--- src/rtl/nibble_addsub_arb.sv ---
// Two-requester arbiter in front of a shared 4-bit add/sub stage that runs W-bit operations one nibble per clock.
// Build option: define NIBBLE_ADDSUB_FIXED_PRIO_EN for fixed priority (requester 0 wins), default is round-robin.
module nibble_addsub_arb #(
    parameter int NIBBLES = 4
) (
    input  logic                 clk,
    input  logic                 rst,
    input  logic                 req0_valid,
    output logic                 req0_ready,
    input  logic                 req0_sub,
    input  logic [4*NIBBLES-1:0] req0_a,
    input  logic [4*NIBBLES-1:0] req0_b,
    input  logic                 req1_valid,
    output logic                 req1_ready,
    input  logic                 req1_sub,
    input  logic [4*NIBBLES-1:0] req1_a,
    input  logic [4*NIBBLES-1:0] req1_b,
    output logic                 rsp_valid,
    input  logic                 rsp_ready,
    output logic                 rsp_id,
    output logic [4*NIBBLES-1:0] rsp_result,
    output logic                 rsp_carry,
    output logic                 rsp_ovf,
    output logic                 busy
);

    localparam int W  = 4 * NIBBLES;
    localparam int CW = (NIBBLES > 1) ? $clog2(NIBBLES) : 1;
    localparam logic [CW-1:0] LAST_NIB = CW'(NIBBLES - 1);

    typedef enum logic [1:0] {
        IDLE = 2'd0,
        RUN  = 2'd1,
        DONE = 2'd2
    } state_t;

    state_t         state_q;
    logic [W-1:0]   a_q;
    logic [W-1:0]   b_q;
    logic [W-1:0]   res_q;
    logic           carry_q;
    logic           id_q;
    logic [CW-1:0]  cnt_q;

    logic           grant0;
    logic           grant1;
    logic           accept;
    logic           sel_sub;
    logic [W-1:0]   sel_a;
    logic [W-1:0]   sel_b;

    logic [3:0]     nib_a;
    logic [3:0]     nib_b;
    logic [3:0]     nib_s;
    logic           nib_c;
    logic [W-1:0]   res_d;

`ifdef NIBBLE_ADDSUB_FIXED_PRIO_EN
    assign grant0 = req0_valid;
    assign grant1 = req1_valid & ~req0_valid;
`else
    logic ptr_q;  // last winner; the other requester is preferred on a tie

    assign grant0 = req0_valid & (~req1_valid | ptr_q);
    assign grant1 = req1_valid & (~req0_valid | ~ptr_q);
`endif

    assign req0_ready = (state_q == IDLE) & grant0;
    assign req1_ready = (state_q == IDLE) & grant1;
    assign accept     = (req0_valid & req0_ready) | (req1_valid & req1_ready);

    assign sel_sub = req1_ready ? req1_sub : req0_sub;
    assign sel_a   = req1_ready ? req1_a   : req0_a;
    assign sel_b   = req1_ready ? req1_b   : req0_b;

    assign rsp_valid = (state_q == DONE);
    assign busy      = (state_q != IDLE);

    // NOTE: every signal gets its default at the top of always_comb so no path can leave a latch behind.
    always_comb begin
        nib_a = a_q[4*cnt_q +: 4];
        nib_b = b_q[4*cnt_q +: 4];
        {nib_c, nib_s} = {1'b0, nib_a} + {1'b0, nib_b} + {4'b0000, carry_q};
        res_d = res_q;
        res_d[4*cnt_q +: 4] = nib_s;
    end

    // NOTE: state uses non-blocking assignments so every register samples pre-edge values.
    always_ff @(posedge clk or posedge rst) begin
        if (rst) begin
            state_q    <= IDLE;
            a_q        <= '0;
            b_q        <= '0;
            res_q      <= '0;
            carry_q    <= 1'b0;
            id_q       <= 1'b0;
            cnt_q      <= '0;
            rsp_id     <= 1'b0;
            rsp_result <= '0;
            rsp_carry  <= 1'b0;
            rsp_ovf    <= 1'b0;
`ifndef NIBBLE_ADDSUB_FIXED_PRIO_EN
            ptr_q      <= 1'b1;
`endif
        end else begin
            case (state_q)
                IDLE: begin
                    if (accept) begin
                        // Subtract is a + ~b + 1: invert b here, inject the +1 as carry-in.
                        a_q     <= sel_a;
                        b_q     <= sel_b ^ {W{sel_sub}};
                        carry_q <= sel_sub;
                        id_q    <= req1_ready;
                        cnt_q   <= '0;
                        state_q <= RUN;
`ifndef NIBBLE_ADDSUB_FIXED_PRIO_EN
                        ptr_q   <= req1_ready;
`endif
                    end
                end
                RUN: begin
                    res_q   <= res_d;
                    carry_q <= nib_c;
                    cnt_q   <= cnt_q + CW'(1);
                    if (cnt_q == LAST_NIB) begin
                        state_q    <= DONE;
                        rsp_id     <= id_q;
                        rsp_result <= res_d;
                        rsp_carry  <= nib_c;
                        rsp_ovf    <= (a_q[W-1] == b_q[W-1]) & (res_d[W-1] != a_q[W-1]);
                    end
                end
                DONE: begin
                    if (rsp_ready) begin
                        state_q <= IDLE;
                    end
                end
                default: state_q <= IDLE;
            endcase
        end
    end

endmodule
--- config.mk ---
export PLATFORM = sky130hd
export DESIGN_NAME = nibble_addsub_arb
export DESIGN_NICKNAME = d
export VERILOG_FILES = /design/src/rtl/nibble_addsub_arb.sv
export SDC_FILE = /design/constraint.sdc
export NUM_CORES = 1
export LEC_CHECK = 0
export CELL_PAD_IN_SITES_DETAIL_PLACEMENT = 1
export CELL_PAD_IN_SITES_GLOBAL_PLACEMENT = 2
export CORE_ASPECT_RATIO = 0.75
export CORE_MARGIN = 2
export CORE_UTILIZATION = 43
export CTS_BUF_LIST = sky130_fd_sc_hd__clkbuf_16
export CTS_CLUSTER_DIAMETER = 200
export DETAILED_ROUTE_END_ITERATION = 7
export DONT_BUFFER_PORTS = 1
export PLACE_DENSITY = 0.86
export SETUP_SLACK_MARGIN = 0.5
export SLEW_MARGIN = 10
export SYNTH_ARGS = -nofsm -noshare
export SYNTH_HDL_FRONTEND = slang
export SYNTH_SLANG_ARGS = --single-unit
--- constraint.sdc ---
create_clock -name clk -period 5.7 [get_ports clk]
set_input_delay 1.14 -clock clk [delete_from_list [all_inputs] [get_ports clk]]
set_output_delay 1.14 -clock clk [all_outputs]
set_load 0.01 [all_outputs]
==> impl_metrics.tcl, run 1 <==
set metrics [dict create \
    avgSynthCellArea_um2 10.4 \
    diodes 0 \
    synth_edf_count 0 \
    vdd_drop_max_mv 0.272 \
    num_io_pins 94 \
    wl_um 9950 \
    synth_top_cell_by_area "dfrtp_1" \
    numClockSinks 74 \
    grt_usage_pct 20.6 \
    drc 0 \
    rsz0062_at_grt "no" \
    die_height_um 88.3 \
    path_max_fanout 19 \
    worst_skew_pair.late_latency_ps 340 \
    layout.cells.non_filler 513 \
    die_area_mm2 0.0103 \
    vias_per_cell 5.53 \
    grt.overflow.total 0 \
    synth_nets 473 \
    grt_max_degree 75 \
    met3_usage_pct 5.68 \
    layout.nets 462 \
    grt_util_met2_pct 31.1 \
    syn_inst 391 \
    grt_pass1_wl_um 15800 \
    final_common_cell "dfrtp_1" \
    ant_nets 0 \
    start_kind "input port" \
    cts_hold_buf 0 \
    fmax_mhz 292 \
    cts.path.max_buffers 2 \
    async_flop_share_pct 100 \
    die_w_um 116 \
    num_rows 30 \
    synth_area_leaders "dfrtp_1 (45%), mux2i_1 (8.1%), xor2_1 (6.9%), nand2_1 (4.1%), mux4_2 (3.9%)" \
    p_leak_nw 2.16 \
    crit_type "in -> out" \
    place.gp.congestion 0.811 \
    period_share_pct 60.1 \
    grt.met1_usage_pct 29.0 \
    finalClockSkew_ps 6.54 \
    ys_seq_elements 74 \
    cp_data_arrival_time_ps 2280 \
    start_util_pct 44.7 \
    vias 2839 \
    hold_path.class "reg -> reg" \
    setup_viol 0 \
    ff2ff_setup_slack_ps 2420 \
    drtIter0Drc 123 \
    slew_violations 0 \
    period_needed_ps 3420 \
    total_power_mw 3.11 \
    area_growth_pct 10.7 \
    antenna_found_initial 0 \
    crit_required_ps 4560 \
    synth_cell_types 49 \
    layout-drive-gt1-share_pct 9.09 \
    synth-main-ff-cell "dfrtp_1" \
    cts_buffers 9 \
    final_cell_mix "dfrtp_1 (73), nand2_1 (44), mux2i_1 (33), xor2_1 (32), o21ai_0 (25)" \
    ys_seq_area_share_pct 45.4 \
    first_global_vias 2990 \
    cts_setup_buffers 0 \
    dp_hpwl_um 6950 \
    finalHoldViolCount 0 \
    place_ws_ps 2240 \
    synth_top_area_share_pct 44.8 \
    finalWorstSetupSlack_ps 2280 \
    critPathCaptureType "output pin" \
    firstDrtPassIters 4 \
    tightestPinTransition_ps 1120 \
    h-tree-depth 3 \
    status "finished, final reports clean" \
    portBuffers 0 \
    slew_headroom_pct 24.4 \
    cts_tree "built" \
    cts_root_buf "clkbuf_16" \
    routedWlPerCell_um 19.4 \
    cts.clk_slew.worst_paths_ps 60 \
    setup_tns_ps 0 \
    core-area_mm2 0.00912 \
    place_inst 497 \
    powerDensity_mw_per_mm2 689 \
    maxCapViolations 0 \
    cts-resized-gates 0 \
    busiest_layer "met2" \
    yosysWarningCount 0 \
    syn_area_mm2 0.00408 \
]
==> critical path, stage by stage <==
cell	delay [ps]
nand2b_1	40
nand3_1	750
inv_1	350
==> cell type report <==
class	count	area, um^2
Clock buffer	9	225
Sequential cell	74	1850
Clock inverter	7	140
Tap cell	128	160
Fill cell	1014	4610
Timing Repair Buffer	4	30.0
Multi-Input combinational cell	271	2030
Inverter	20	75.1
==> cell usage after synthesis, drive strengths merged (9+ instances only) <==
cell	number
mux2i	33
dfrtp	73
buf	14
inv	20
nand2	44
clkbuf	12
nor2	22
ha	9
xor2	32
a21oi	24
o21ai	36
==> sequential cells by signal (all words and copies together), names as in the netlist <==
signal and cells:
carry_q 1, res_q 16, b_q 16, cnt_q 2, id_q 1, ptr_q 1
state_q 2, a_q 16, rsp_result 16, rsp_id 1, rsp_carry 1, rsp_ovf 1
==> power breakdown <==
group	internal (mW)	total, mW	switching [mW]	leakage [nW]
clock network	0.472	0.699	0.227	0.174
registers	0.765	0.988	0.224	0.934
logic	0.569	1.42	0.852	1.05
total	1.81	3.11	1.30	2.16
==> kinds of logic (layout without fill, tap and decap cells) <==
family                   Yosys count  count (layout)  share of synthesized area (%)
AO/OA/AOI/OAI                     92              92                           14.5
AND/OR/NAND/NOR                   92              92                           11.2
flip-flops                        74              74                           45.4
buffers and inverters             46              40                           4.85
multiplexers                      43              43                           13.2
XOR/XNOR                          33              33                           7.09
adder cells (fa/ha/maj)           11              11                           3.74
==> stage by stage <==
stage          hold WS [ps]  util [%]  instance area, um^2
5_1_grt                 507      49.5                 4510
3_5_place_dp            468      45.5                 4150
4_1_cts                 485      49.5                 4510
6_report                482      49.5                 4510
3_3_place_gp            459      45.5                 4150
2_1_floorplan           443         -                 4080
==> path summary, 6_finish.rpt <==
kind / start / depth (start not counted) / endpoint
worst min-delay path: b_q[14]$_DFFE_PP0P_ / 2 / b_q[14]$_DFFE_PP0P_
worst min register to register: b_q[14]$_DFFE_PP0P_ / 2 / b_q[14]$_DFFE_PP0P_
max in group asynchronous: rst / 2 / b_q[10]$_DFFE_PP0P_
worst max-delay path: req1_valid / 3 / req0_ready
worst max register to register: cnt_q[0]$_DFFE_PP0P_ / 6 / rsp_result[3]$_DFFE_PP0P_
min in group asynchronous: rst / 2 / rsp_result[4]$_DFFE_PP0P_
==> metal layers <==
metal | up-vias | share of wire (%)
met2 | 81 | 43
met1 | 1400 | 49
met3 | 10 | 6.8
met5 | - | 0
met4 | 0 | 1.0
li1 | 1348 | -
Note: power is estimated with default switching activity, not from simulation.
==> run 2, diff against run 1 <==
--- a/config.mk
+++ b/config.mk
@@ -9,12 +9,12 @@
 export CELL_PAD_IN_SITES_GLOBAL_PLACEMENT = 2
 export CORE_ASPECT_RATIO = 0.75
 export CORE_MARGIN = 2
-export CORE_UTILIZATION = 43
+export CORE_UTILIZATION = 40
 export CTS_BUF_LIST = sky130_fd_sc_hd__clkbuf_16
 export CTS_CLUSTER_DIAMETER = 200
 export DETAILED_ROUTE_END_ITERATION = 7
 export DONT_BUFFER_PORTS = 1
-export PLACE_DENSITY = 0.86
+export PLACE_DENSITY = 0.81
 export SETUP_SLACK_MARGIN = 0.5
 export SLEW_MARGIN = 10
 export SYNTH_ARGS = -nofsm -noshare
==> constraint.sdc (replaced) <==
create_clock -name clk -period 3.3 [get_ports clk]
set_input_delay 0.66 -clock clk [delete_from_list [all_inputs] [get_ports clk]]
set_output_delay 0.66 -clock clk [all_outputs]
set_load 0.01 [all_outputs]
==> run 2 against run 1 <==
Clock power grew 65%. Flip-flop and latch count is the same. Wire length grew 6.0%. Worst setup slack lost 1600 ps. Clock skew grew 1.8 ps. Highest routed layer unchanged.
==> impl_metrics.tcl, run 2 (same netlist as run 1, synthesis figures left out) <==
set metrics [dict create \
    cts_hold_buf 0 \
    vdd_drop_max_mv 0.388 \
    layout-drive-gt1-share_pct 10.8 \
    worst_skew_pair.late_latency_ps 340 \
    antenna_found_initial 0 \
    final_common_cell "dfrtp_1" \
    crit_start "cnt_q[1]$_DFFE_PP0P_" \
    period_needed_ps 2630 \
    final_cell_mix "dfrtp_1 (72), nand2_1 (44), mux2i_1 (33), xor2_1 (32), o21ai_0 (25)" \
    top_layer_used "met4" \
    max_stage_delay_ps 530 \
    die_w_um 121 \
    start_util_pct 41.7 \
    grt_usage_pct 20.5 \
    cts.path.max_buffers 2 \
    first_global_vias 3077 \
    setup_viol 0 \
    cts_root_buf "clkbuf_16" \
    grt_pass1_wl_um 17400 \
    vias_per_cell 5.60 \
    design_area_mm2 0.00456 \
    status "finished, final reports clean" \
    ant_nets 0 \
    setup_tns_ps 0 \
    grt.overflow.total 0 \
    num_rows 31 \
    place_area_mm2 0.00420 \
    finalHoldViolCount 0 \
    slew_headroom_pct 50.7 \
    vias 2922 \
    area_growth_pct 11.7 \
    cts.clk_slew.worst_paths_ps 60 \
    wl_um 10500 \
    numClockSinks 74 \
    crit_slowest_cell "dfrtp_1" \
    die_height_um 91.4 \
    wl_met2_um 4340 \
    grt_max_degree 48 \
    reg2reg_from "cnt_q[1]$_DFFE_PP0P_" \
    critPathCaptureType "register" \
    num_io_pins 94 \
    fmax_mhz 381 \
    core-area_mm2 0.00977 \
    firstDrtPassIters 4 \
    cp_data_arrival_time_ps 2910 \
    worstPathCellList "buf_4 -> mux4_2 -> fa_1 -> inv_1 -> fa_1 -> nor2_1 -> a22o_1" \
    period_share_pct 79.6 \
    cpLargestDelayFamily "adder cells" \
    crit_buf_inv 2 \
    crit_path_frequent_cell "fa_1" \
    portBuffers 0 \
    hold_path.class "in -> async" \
    tightestPinTransition_ps 738 \
    path_max_fanout 8 \
    ff2ff_setup_slack_ps 670 \
    place.gp.congestion 0.901 \
    h-tree-depth 3 \
    cts_tree "built" \
    diodes 0 \
    layout.nets 467 \
    p_leak_nw 2.18 \
    crit_required_ps 3580 \
    drtIter0Drc 227 \
    total_power_mw 5.29 \
    wl_met1_um 5430 \
    die_area_mm2 0.0110 \
    rsz0062_at_grt "no" \
    crit_type "reg -> reg" \
    finalClockSkew_ps 8.36 \
    powerDensity_mw_per_mm2 1160 \
    wl_met3_um 653 \
    cts_setup_buffers 0 \
    slew_violations 0 \
    start_kind "register" \
    cts-resized-gates 0 \
    maxCapViolations 0 \
    routedWlPerCell_um 20.2 \
    dp_hpwl_um 7810 \
    drc 0 \
    cts_buffers 9 \
]
## run 2: area by class of cell
type	count	area (um^2)
fill	1097	5220
multi-input combinational	271	2030
sequential	74	1850
clock buffer	9	225
tap	132	165
clock inverter	7	125
timing repair buffer	9	80.1
inverter	20	75.1
## run 2: layer usage
layer | global-route usage (%) | up-vias
met2 | 28.6 | 89
met5 | 0 | -
met1 | 30.7 | 1459
met3 | 5.84 | 11
li1 | - | 1363
met4 | 5.72 | 0
## run 2: power by group
| group | internal (mW) | switching [mW] |
|---|---|---|
| Clock | 0.745 | 0.404 |
| Sequential | 1.32 | 0.379 |
| Combinational | 1.00 | 1.44 |
## run 2: worst register-to-register path, delay by kind of cell (launching register included)
kind	cells	cell delay (ps)
multiplexers	1	320
adder cells (fa/ha/maj)	2	920
AND/OR/NAND/NOR	1	280
flip-flops	1	530
AO/OA/AOI/OAI	1	200
buffers and inverters	2	320
## run 2: path summary, 6_finish.rpt
check | endpoint | depth (start not counted)
worst max-delay path | res_q[9]$_DFFE_PP0P_ | 7
worst min-delay path | rsp_result[8]$_DFFE_PP0P_ | 1
worst max register to register | res_q[9]$_DFFE_PP0P_ | 7
worst min register to register | ptr_q$_DFFE_PP1P_ | 2
max in group asynchronous | ptr_q$_DFFE_PP1P_ | 2
min in group clk | state_q[1]$_DFFE_PP0P_ | 1
## run 2: stage by stage
step / cells / utilization (%) / hold slack (ps) / worst slack, ps
after floorplan: 391 / - / 443 / 644
after detailed placement: 506 / 43.0 / 464 / 590
after CTS: 522 / 46.6 / 287 / 594
final: 522 / 46.6 / 275 / 672
after global placement: 506 / 43.0 / 454 / 709
after global routing: 522 / 46.6 / 309 / 510
==> run 3, diff against run 2 <==
--- a/config.mk
+++ b/config.mk
@@ -5,16 +5,17 @@
 export SDC_FILE = /design/constraint.sdc
 export NUM_CORES = 1
 export LEC_CHECK = 0
+export ABC_AREA = 1
 export CELL_PAD_IN_SITES_DETAIL_PLACEMENT = 1
 export CELL_PAD_IN_SITES_GLOBAL_PLACEMENT = 2
 export CORE_ASPECT_RATIO = 0.75
 export CORE_MARGIN = 2
-export CORE_UTILIZATION = 40
+export CORE_UTILIZATION = 36
 export CTS_BUF_LIST = sky130_fd_sc_hd__clkbuf_16
 export CTS_CLUSTER_DIAMETER = 200
 export DETAILED_ROUTE_END_ITERATION = 7
 export DONT_BUFFER_PORTS = 1
-export PLACE_DENSITY = 0.81
+export PLACE_DENSITY = 0.8
 export SETUP_SLACK_MARGIN = 0.5
 export SLEW_MARGIN = 10
 export SYNTH_ARGS = -nofsm -noshare
==> constraint.sdc (replaced) <==
create_clock -name clk -period 2.55 [get_ports clk]
set_input_delay 0.51 -clock clk [delete_from_list [all_inputs] [get_ports clk]]
set_output_delay 0.51 -clock clk [all_outputs]
set_load 0.01 [all_outputs]
==> run 3 against run 2 <==
Worst setup slack lost 480 ps. Flip-flop and latch count is the same. Design area rose by 9.0%. Wire length increased by 18%. Fmax grew 11%. Clock skew fell by 2.5 ps. First-iteration DRC count shrank 29%. Clock power shrank 4%. Via count increased by 21%. Combinational power increased by 110%. Synthesized area is 2.4% lower. Cell count up 29%.
==> impl_metrics.tcl, run 3 <==
set metrics [dict create \
    status "finished, final reports clean" \
    synth_nets 589 \
    r2r_cells 13 \
    crit_required_ps 2810 \
    maxCapViolations 0 \
    path_max_fanout 8 \
    syn_inst 507 \
    finalClockSkew_ps 5.84 \
    whs_ps 118 \
    firstDrtPassIters 4 \
    async_flop_share_pct 100 \
    place.gp.congestion 0.850 \
    rsz0062_at_grt "yes" \
    hold_path.class "in -> async" \
    setup_tns_ps 0 \
    crit_type "reg -> reg" \
    vdd_drop_max_mv 0.621 \
    numClockSinks 74 \
    drc 0 \
    synth_area_leaders "dfrtp_1 (46%), nand2_1 (14%), o21ai_0 (7.9%), nor2_1 (4.2%), inv_1 (4.1%)" \
    cts_root_buf "clkbuf_16" \
    first_global_vias 3628 \
    wl_um 12400 \
    design_area_mm2 0.00497 \
    p_leak_nw 2.30 \
    rr_endpoint "res_q[14]$_DFFE_PP0P_" \
    synth_top_cell_by_area "dfrtp_1" \
    muxShareOfSynthArea_pct 1.51 \
    worst_skew_pair.late_latency_ps 340 \
    synth_common_cells "nand2_1 (148), dfrtp_1 (73), o21ai_0 (63)" \
    diodes 0 \
    synth_compound_area_share_pct 16.2 \
    die_height_um 95.0 \
    num_io_pins 94 \
    tightestPinTransition_ps 607 \
    synth_fa_ha_area_share_pct 3.84 \
    core-area_mm2 0.0109 \
    synth_cell_types 34 \
    slew_violations 0 \
    cts_tree "built" \
    synthXorXnorAreaFrac_pct 1.98 \
    place_area_mm2 0.00419 \
    powerDensity_mw_per_mm2 1690 \
    cts.clk_slew.worst_paths_ps 60 \
    layout.nets 609 \
    crit_start "cnt_q[0]$_DFFE_PP0P_" \
    total_power_mw 8.38 \
    h-tree-depth 3 \
    start_kind "register" \
    area_growth_pct 24.8 \
    critPathCaptureType "register" \
    avgSynthCellArea_um2 7.85 \
    finalHoldViolCount 0 \
    die_w_um 125 \
    final_common_cell "nand2_1" \
    synth_top_family_by_area "simple AND/OR/NAND/NOR gates" \
    dp_hpwl_um 8080 \
    synth-main-ff-cell "dfrtp_1" \
    slew_headroom_pct 59.3 \
    num_rows 33 \
    yosysWarningCount 0 \
    yosysMostFrequentCell "nand2_1" \
    drtIter0Drc 161 \
    setup_viol 0 \
    ys_seq_area_share_pct 46.6 \
    cts_buffers 9 \
    period_share_pct 92.4 \
    vias 3533 \
    portBuffers 0 \
    cts.path.max_buffers 2 \
    grt.overflow.total 0 \
    synth_edf_count 0 \
    grt_usage_pct 21.0 \
    ant_nets 0 \
    antenna_found_initial 0 \
    synth_top_area_share_pct 45.9 \
    utilization_pct 45.7 \
    ys_seq_elements 74 \
    layout-drive-gt1-share_pct 19.9 \
    die_area_mm2 0.0119 \
    start_util_pct 36.6 \
    period_needed_ps 2360 \
    reg2reg_from "cnt_q[0]$_DFFE_PP0P_" \
    grt_max_degree 75 \
    yosys.area_share.simple_pct 21.9 \
    cts_hold_buf 0 \
    syn_area_mm2 0.00398 \
    fmax_mhz 424 \
    routedWlPerCell_um 18.5 \
    final_cell_mix "nand2_1 (141), dfrtp_1 (73), o21ai_0 (44), inv_1 (43), nor2_1 (38)" \
    ff2ff_setup_slack_ps 190 \
    grt_pass1_wl_um 19400 \
    cp_data_arrival_time_ps 2620 \
    vias_per_cell 5.26 \
]
-- run 3: logic make-up after synthesis --
| logic type | count (synthesis) |
|---|---|
| fa+ha+maj | 11 |
| xor+xnor | 9 |
| flops | 74 |
| buf+inv | 72 |
| mux | 6 |
| simple gates | 217 |
| compound gates | 118 |
-- run 3: through the flow --
step           cells  setup WS (ps)
6_report         672            193
2_1_floorplan    507            220
4_1_cts          667            182
3_3_place_gp     634            161
5_1_grt          672           45.5
3_5_place_dp     634           29.9
-- run 3: per-layer routing --
| layer | up-vias | GRT usage (%) | routed length [um] |
|---|---|---|---|
| met4 | 0 | 6.67 | 259 |
| met3 | 18 | 6.06 | 797 |
| met1 | 1728 | 29.7 | 6020 |
| met2 | 104 | 31.3 | 5350 |
| met5 | - | 0 | 0 |
| li1 | 1683 | - | - |
-- run 3: critical path: stages, from the launching register on --
cell	delay [ps]
dfrtp_1	410
buf_12	160
clkinv_16	60
nor2_2	30
o22ai_2	230
fa_2	270
inv_2	40
fa_2	380
xor2_2	180
nor2_2	120
nand2_1	110
o22ai_2	150
nand2_1	60
o21ai_0	70
-- run 3: power breakdown --
| group | internal, mW | switching [mW] |
|---|---|---|
| logic | 2.17 | 3.03 |
| clock network | 0.633 | 0.470 |
| registers | 1.68 | 0.397 |
-- run 3: worst max-delay path by stage --
stage | end | depth (start not counted)
after floorplan | res_q[5]$_DFFE_PP0P_ | 13
after global placement | res_q[5]$_DFFE_PP0P_ | 12
after detailed placement | res_q[14]$_DFFE_PP0P_ | 13
after CTS | res_q[6]$_DFFE_PP0P_ | 13
after global routing | res_q[6]$_DFFE_PP0P_ | 13
final | res_q[14]$_DFFE_PP0P_ | 13
-- run 3: what timing repair did --
action / 4_1_cts / 5_1_grt
endpoints found under the setup margin: 64 / 62
cloned: 2 / 0
resized for setup: 41 / 46
setup buffers: 15 / 5
pin swaps: 19 / 33
-- run 3: final cells by class --
type | instances | area, um^2
Fill cell | 1286 | 5890
Multi-Input combinational cell | 362 | 2100
Sequential cell | 74 | 1850
Timing Repair inverter | 1 | 16.3
Timing Repair Buffer | 32 | 340
Inverter | 47 | 228
Clock buffer | 9 | 225
Clock inverter | 7 | 26.3
Tap cell | 140 | 175
